`src/rtl/bcd_display_mux.sv`:
```
// Four-digit multiplexed 7-segment driver for BCD values, with frame-coherent
// shadowing, leading-zero blanking and an alert-triggered blink sequence.
module bcd_display_mux #(
    parameter int SCAN_DIV     = 50000,
    parameter int BLINK_DIV    = 125,
    parameter int BLINK_CYCLES = 3
) (
    input  logic        clk,
    input  logic        rst,
    input  logic [15:0] digits_in,
    input  logic [3:0]  dp_in,
    input  logic        blank_lz,
    input  logic        alert,
    output logic [6:0]  seg_n,
    output logic        dp_n,
    output logic [3:0]  an_n,
    output logic        alert_active
);

    localparam int PW = $clog2(SCAN_DIV);
    localparam int BW = (BLINK_DIV > 1) ? $clog2(BLINK_DIV) : 1;
    localparam int CW = (BLINK_CYCLES > 1) ? $clog2(BLINK_CYCLES) : 1;

    localparam logic [PW-1:0] PRESC_MAX = PW'(SCAN_DIV - 1);
    localparam logic [BW-1:0] BLINK_MAX = BW'(BLINK_DIV - 1);
    localparam logic [CW-1:0] PAIR_MAX  = CW'(BLINK_CYCLES - 1);

    localparam logic [1:0] ST_IDLE = 2'd0;
    localparam logic [1:0] ST_ON   = 2'd1;
    localparam logic [1:0] ST_OFF  = 2'd2;

    logic [PW-1:0] r_presc;
    logic [1:0]    r_idx;
    logic [15:0]   r_sh_digits;
    logic [3:0]    r_sh_dp;
    logic          r_sh_blank;
    logic [3:0]    r_an_sel;
    logic [3:0]    r_an_n;
    logic [6:0]    r_seg_n;
    logic          r_dp_n;
    logic [1:0]    r_state;
    logic [BW-1:0] r_blink_cnt;
    logic [CW-1:0] r_pair_cnt;
    logic          r_alert_active;

    logic          w_tick;
    logic          w_wrap;
    logic [1:0]    w_idx_next;
    logic [15:0]   w_sh_digits;
    logic [3:0]    w_sh_dp;
    logic          w_sh_blank;
    logic [3:0]    w_digit;
    logic [3:0]    w_zero_from;
    logic          w_blank_digit;
    logic [3:0]    w_an_onehot;
    logic [3:0]    w_an_sel_next;
    logic [1:0]    w_state_next;
    logic [BW-1:0] w_blink_next;
    logic [CW-1:0] w_pair_next;

    function automatic logic [6:0] f_decode(input logic [3:0] d);
        case (d)
            4'd0:    f_decode = 7'b1000000;
            4'd1:    f_decode = 7'b1111001;
            4'd2:    f_decode = 7'b0100100;
            4'd3:    f_decode = 7'b0110000;
            4'd4:    f_decode = 7'b0011001;
            4'd5:    f_decode = 7'b0010010;
            4'd6:    f_decode = 7'b0000010;
            4'd7:    f_decode = 7'b1111000;
            4'd8:    f_decode = 7'b0000000;
            4'd9:    f_decode = 7'b0010000;
            default: f_decode = 7'b0111111;
        endcase
    endfunction

    assign w_tick     = (r_presc == PRESC_MAX);
    assign w_wrap     = w_tick && (r_idx == 2'd3);
    assign w_idx_next = r_idx + 2'd1;

    // The first slot of a new frame must already see the freshly captured inputs.
    assign w_sh_digits = w_wrap ? digits_in : r_sh_digits;
    assign w_sh_dp     = w_wrap ? dp_in     : r_sh_dp;
    assign w_sh_blank  = w_wrap ? blank_lz  : r_sh_blank;

    assign w_digit = w_sh_digits[{w_idx_next, 2'b00} +: 4];

    assign w_zero_from[3] = (w_sh_digits[15:12] == 4'd0);
    assign w_zero_from[2] = w_zero_from[3] && (w_sh_digits[11:8] == 4'd0);
    assign w_zero_from[1] = w_zero_from[2] && (w_sh_digits[7:4]  == 4'd0);
    assign w_zero_from[0] = w_zero_from[1] && (w_sh_digits[3:0]  == 4'd0);

    assign w_blank_digit = w_sh_blank && (w_idx_next != 2'd0) && w_zero_from[w_idx_next];

    assign w_an_onehot   = ~(4'b0001 << w_idx_next);
    assign w_an_sel_next = w_tick ? w_an_onehot : r_an_sel;

    always_comb begin
        // NOTE: every output of this block gets a default first, so no latch is inferred.
        w_state_next = r_state;
        w_blink_next = r_blink_cnt;
        w_pair_next  = r_pair_cnt;
        if (alert) begin
            w_state_next = ST_OFF;
            w_blink_next = '0;
            w_pair_next  = '0;
        end else if (r_state != ST_IDLE && w_tick) begin
            if (r_blink_cnt == BLINK_MAX) begin
                w_blink_next = '0;
                if (r_state == ST_OFF) begin
                    w_state_next = ST_ON;
                end else if (r_pair_cnt == PAIR_MAX) begin
                    w_state_next = ST_IDLE;
                    w_pair_next  = '0;
                end else begin
                    w_state_next = ST_OFF;
                    w_pair_next  = r_pair_cnt + CW'(1);
                end
            end else begin
                w_blink_next = r_blink_cnt + BW'(1);
            end
        end
    end

    // NOTE: all state uses non-blocking assignments so every register samples pre-edge values.
    always_ff @(posedge clk or posedge rst) begin
        if (rst) begin
            r_presc     <= '0;
            r_idx       <= 2'd0;
            r_sh_digits <= 16'd0;
            r_sh_dp     <= 4'd0;
            r_sh_blank  <= 1'b0;
        end else begin
            r_presc <= w_tick ? '0 : r_presc + PW'(1);
            if (w_tick) begin
                r_idx <= w_idx_next;
            end
            if (w_wrap) begin
                r_sh_digits <= digits_in;
                r_sh_dp     <= dp_in;
                r_sh_blank  <= blank_lz;
            end
        end
    end

    always_ff @(posedge clk or posedge rst) begin
        if (rst) begin
            r_an_sel <= 4'hF;
            r_seg_n  <= 7'h7F;
            r_dp_n   <= 1'b1;
        end else if (w_tick) begin
            r_an_sel <= w_an_onehot;
            r_seg_n  <= w_blank_digit ? 7'h7F : f_decode(w_digit);
            r_dp_n   <= ~w_sh_dp[w_idx_next];
        end
    end

    // Anodes follow the blink state every cycle, so OFF takes effect with alert_active.
    always_ff @(posedge clk or posedge rst) begin
        if (rst) begin
            r_an_n         <= 4'hF;
            r_state        <= ST_IDLE;
            r_blink_cnt    <= '0;
            r_pair_cnt     <= '0;
            r_alert_active <= 1'b0;
        end else begin
            r_an_n         <= (w_state_next == ST_OFF) ? 4'hF : w_an_sel_next;
            r_state        <= w_state_next;
            r_blink_cnt    <= w_blink_next;
            r_pair_cnt     <= w_pair_next;
            r_alert_active <= (w_state_next != ST_IDLE);
        end
    end

    assign seg_n        = r_seg_n;
    assign dp_n         = r_dp_n;
    assign an_n         = r_an_n;
    assign alert_active = r_alert_active;

endmodule

```
`config.mk`:
```
export PLATFORM = sky130hd
export DESIGN_NAME = bcd_display_mux
export DESIGN_NICKNAME = d
export VERILOG_FILES = /design/src/rtl/bcd_display_mux.sv
export SDC_FILE = /design/constraint.sdc
export NUM_CORES = 1
export LEC_CHECK = 0
export CELL_PAD_IN_SITES_DETAIL_PLACEMENT = 0
export CELL_PAD_IN_SITES_GLOBAL_PLACEMENT = 1
export CORE_ASPECT_RATIO = 0.6
export CORE_MARGIN = 2
export CORE_UTILIZATION = 48
export CTS_CLUSTER_DIAMETER = 100
export CTS_CLUSTER_SIZE = 24
export DETAILED_ROUTE_END_ITERATION = 16
export PLACE_DENSITY_LB_ADDON = 0.1
export SLEW_MARGIN = 20
export SYNTH_ARGS = -nofsm -noshare
export SYNTH_HDL_FRONTEND = slang
export SYNTH_SLANG_ARGS = --single-unit
```
`constraint.sdc`:
```
create_clock -name clk -period 4.86 [get_ports clk]
set_clock_uncertainty 0.1 [all_clocks]
set_input_delay 1.458 -clock clk [delete_from_list [all_inputs] [get_ports clk]]
set_output_delay 1.458 -clock clk [all_outputs]
set_load 0.1 [all_outputs]
```
==> impl_metrics.xml <==
<?xml version="1.0" encoding="UTF-8"?>
<metrics>
  <group name="status">
    <metric name="run_status" unit="">complete, no violations</metric>
  </group>
  <group name="sta">
    <metric name="hold_slack" unit="ps">374</metric>
    <metric name="final.min_clock_period" unit="ps">3550</metric>
    <metric name="slew_headroom" unit="%">34.0</metric>
    <metric name="finalSetupTns" unit="ps">0</metric>
    <metric name="fmax" unit="MHz">282</metric>
    <metric name="final.period_utilization" unit="%">73.1</metric>
    <metric name="report.final.slew_viol_count" unit="">0</metric>
    <metric name="hold_viol" unit="">0</metric>
    <metric name="setup_violations" unit="">0</metric>
    <metric name="worst_pin_slew" unit="ps">986</metric>
    <metric name="grt_setup_unrepaired" unit="">no</metric>
  </group>
  <group name="setup_path">
    <metric name="setup.reg_to_reg.worst_slack" unit="ps">1390</metric>
    <metric name="end_of_the_worst_register_to_register_path" unit="">seg_n[6]</metric>
    <metric name="family_with_the_most_delay_on_the_worst_path" unit="">buffers and inverters</metric>
    <metric name="category_of_the_worst_setup_path_capture_point" unit="">output port</metric>
    <metric name="worst_setup_path_endpoint" unit="">seg_n[0]</metric>
    <metric name="critPathLaunchType" unit="">flip-flop</metric>
    <metric name="critical_path_buf_inv_count" unit="">1</metric>
    <metric name="worst_r2r_path_depth" unit="">10</metric>
    <metric name="critical_path_cell_by_cell" unit="">clkdlybuf4s50_1</metric>
    <metric name="timing.critical_path.arrival" unit="ps">1990</metric>
    <metric name="critical_path_class" unit="">flip-flop to output port</metric>
    <metric name="critical_path.reg2reg.startpoint" unit="">r_idx[0]</metric>
    <metric name="worstPathMaxFanout" unit="">2</metric>
    <metric name="crit_slowest_cell" unit="">sky130_fd_sc_hd__clkdlybuf4s50_1</metric>
    <metric name="critical_path_depth" unit="">1</metric>
    <metric name="crit_required" unit="ps">3300</metric>
    <metric name="critical_path.startpoint" unit="">seg_n[0]</metric>
    <metric name="max_stage_delay" unit="ps">1130</metric>
  </group>
  <group name="finish">
    <metric name="syn_to_final_growth" unit="%">22.0</metric>
    <metric name="num_antenna_cells" unit="">0</metric>
    <metric name="post-route-util" unit="%">59.6</metric>
    <metric name="layout_cells_excl_fill" unit="">484</metric>
    <metric name="count_of_nets_after_finishing" unit="">424</metric>
    <metric name="drive_gt1_share" unit="%">14.5</metric>
  </group>
  <group name="floorplanning">
    <metric name="count_of_pins_on_the_block_boundary" unit="">37</metric>
    <metric name="die_area" unit="mm²">0.00799</metric>
    <metric name="die_width" unit="µm">114</metric>
    <metric name="die_height" unit="µm">70.1</metric>
    <metric name="fp-row-count" unit="">24</metric>
    <metric name="initial_utilization" unit="%">48.8</metric>
    <metric name="fp.coreArea" unit="mm²">0.00715</metric>
  </group>
  <group name="global_routing">
    <metric name="grt_use_total" unit="%">21.0</metric>
    <metric name="antenna_found_initial" unit="">0</metric>
    <metric name="grtUsageMet3" unit="%">5.47</metric>
    <metric name="globalRouteOverflowTotal" unit="">0</metric>
    <metric name="busiest_layer" unit="">met1</metric>
    <metric name="met2_usage" unit="%">28.0</metric>
    <metric name="grt_max_degree" unit="">45</metric>
    <metric name="first_global_vias" unit="">2492</metric>
    <metric name="grt_util_met1" unit="%">33.7</metric>
    <metric name="wire_length_of_the_first_global_routing_pass" unit="µm">13000</metric>
  </group>
  <group name="clock_network">
    <metric name="clock_insertion_delay_worst_skew" unit="ps">320</metric>
    <metric name="post_cts.repair.setup_buffers" unit="">0</metric>
    <metric name="cts_hold_buf" unit="">0</metric>
    <metric name="clock_tree_from_tritoncts" unit="">yes</metric>
    <metric name="ctsResizeCount" unit="">0</metric>
    <metric name="cts_made_buffers" unit="">9</metric>
    <metric name="cts_max_path_buffers" unit="">2</metric>
    <metric name="clockRootBuffer" unit="">sky130_fd_sc_hd__clkbuf_16</metric>
    <metric name="clk_pin_slew" unit="ps">50</metric>
    <metric name="htree_num_levels" unit="">3</metric>
    <metric name="clock-sinks" unit="">67</metric>
  </group>
  <group name="placement">
    <metric name="buffer_ports.inserted" unit="">36</metric>
    <metric name="hpwlAfterDp" unit="µm">5430</metric>
    <metric name="globalplace.congestion" unit="">0.831</metric>
    <metric name="placed_cells" unit="">468</metric>
  </group>
  <group name="logic_synthesis">
    <metric name="unique_masters_post_synth" unit="">51</metric>
    <metric name="share_of_synthesized_area_occupied_by_flip_flops_and_latches" unit="%">48.6</metric>
    <metric name="yosys_warnings" unit="">0</metric>
    <metric name="syn_area_per_cell" unit="µm²">9.97</metric>
    <metric name="synth_seq_cells" unit="">67</metric>
    <metric name="post_syn_area" unit="mm²">0.00349</metric>
    <metric name="synthesized_net_count" unit="">386</metric>
    <metric name="postSynthCellCount" unit="">350</metric>
  </group>
  <group name="run">
    <metric name="maxCapViolations" unit="">0</metric>
  </group>
  <group name="detailed_routing">
    <metric name="first_iter_violations" unit="">129</metric>
    <metric name="vias" unit="">2601</metric>
    <metric name="route.antenna.remaining_nets" unit="">0</metric>
    <metric name="viasPerCell" unit="">5.37</metric>
    <metric name="postRouteWirelength" unit="µm">7620</metric>
    <metric name="routedWlPerCell" unit="µm">15.7</metric>
    <metric name="post-route-drc-count" unit="">0</metric>
    <metric name="drt-pass1-iter-count" unit="">4</metric>
  </group>
  <group name="power_and_ir_drop">
    <metric name="power.leakage" unit="µW">0.00181</metric>
    <metric name="vdd_ir_drop_max" unit="V">0.000180</metric>
    <metric name="total_power" unit="µW">1360</metric>
    <metric name="p_per_area" unit="mW/mm²">319</metric>
  </group>
  <group name="worst_hold_path">
    <metric name="hold_class" unit="">flip-flop to flip-flop</metric>
  </group>
</metrics>
-- cell type report --
cell class / instances / area [µm²]
clock buffers: 12 / 246
clock inverters: 4 / 73.8
fillers: 618 / 2890
inverters: 11 / 41.3
multi-input cells: 259 / 1700
flip-flops and latches: 67 / 1700
well taps: 91 / 114
repair buffers: 40 / 390
-- layer usage --
| layer | vias up | wire (µm) |
|---|---|---|
| li1 | 1282 | - |
| met1 | 1264 | 4240 |
| met2 | 50 | 2990 |
| met3 | 5 | 326 |
| met4 | 0 | 61 |
| met5 | - | 0 |
-- flip-flops by register name, summed over array words and instances, names as in the netlist --
register	count
r_sh_dp	4
alert_active	1
r_sh_digits	16
r_state	2
r_blink_cnt	7
r_sh_blank	1
dp_n	1
seg_n	7
r_presc	16
r_an_sel	4
an_n	4
r_idx	2
r_pair_cnt	2
-- report_power, final --
group / internal, µW / switching, µW / total, µW / leakage [µW]
clock: 463 / 231 / 694 / 0.000157
combinational: 31.7 / 61.0 / 92.7 / 0.000907
sequential: 568 / 2.82 / 571 / 0.000751
total: 1060 / 295 / 1360 / 0.00181
-- cells in the mapped netlist (all sizes together) --
cell	number	share of area, %
mux2	4	1.3
mux2i	7	2.6
buf	2	0.43
mux4	8	5.5
a21oi	15	2.2
nor3b	1	0.22
a211oi	1	0.22
nor2b	1	0.18
nor4	6	1.1
or4b	1	0.29
nor4b	1	0.68
clkbuf	11	1.2
o211ai	3	0.79
nor2	35	3.8
nand4b	1	0.25
or2	3	0.54
nand2	76	8.2
nand3	11	1.6
or3	3	0.54
dfrtp	51	37
a31oi	3	0.54
xor2	9	2.3
or4	1	0.22
o31a	2	0.50
and3	6	1.1
and2	5	0.90
nand2b	3	0.54
ha	12	4.3
inv	11	1.2
xnor2	5	1.3
dfstp	16	12
and4bb	2	0.72
nor3	3	0.43
nand3b	2	0.79
a311oi	1	0.25
nand4	2	0.79
and4	4	1.0
o21ai	22	3.3
-- cells by family after synthesis --
| family | count (synthesis) | synth area share, % |
|---|---|---|
| adders and majority gates | 12 | 4.30 |
| muxes | 19 | 9.36 |
| buffers and inverters | 24 | 2.80 |
| AOI/OAI and AO/OA | 47 | 7.71 |
| DFF | 67 | 48.6 |
| xor gates and xnor gates | 14 | 3.51 |
| and+or+nand+nor | 167 | 23.7 |
-- how the worst min path moves through the flow --
stage | startpoint | end | cells after the start
floorplan | r_sh_blank | r_sh_blank | 2
global placement | r_sh_dp[2] | r_sh_dp[2] | 2
detailed placement | r_sh_dp[2] | r_sh_dp[2] | 2
CTS | r_sh_dp[2] | r_sh_dp[2] | 2
global route | r_sh_dp[2] | r_sh_dp[2] | 2
finish | r_sh_dp[2] | r_sh_dp[2] | 2
-- through the flow --
step,instance area (µm²),setup slack (ps)
after floorplan,3490,1650
after global placement,3940,1180
after detailed placement,3940,1090
after CTS,4260,1300
after global routing,4260,1080
final,4260,1310
-- tightest hold or removal path, delay by kind of cell, from the launching register on --
| kind | cells | cell delay [ps] |
|---|---|---|
| flip-flops | 1 | 320 |
| AND/OR/NAND/NOR | 2 | 120 |
-- cell usage in the layout (no fill, tap or decap), types with 11 or more instances in the layout --
cell type,synthesis,routed
sky130_fd_sc_hd__nand2_1,76,76
sky130_fd_sc_hd__a21oi_1,15,15
sky130_fd_sc_hd__clkdlybuf4s50_1,0,36
sky130_fd_sc_hd__ha_1,12,12
sky130_fd_sc_hd__nor2_1,35,35
sky130_fd_sc_hd__dfrtp_1,51,51
sky130_fd_sc_hd__nand3_1,11,11
sky130_fd_sc_hd__o21ai_0,14,14
sky130_fd_sc_hd__dfstp_2,16,16
(Power assumes the default switching activity.)
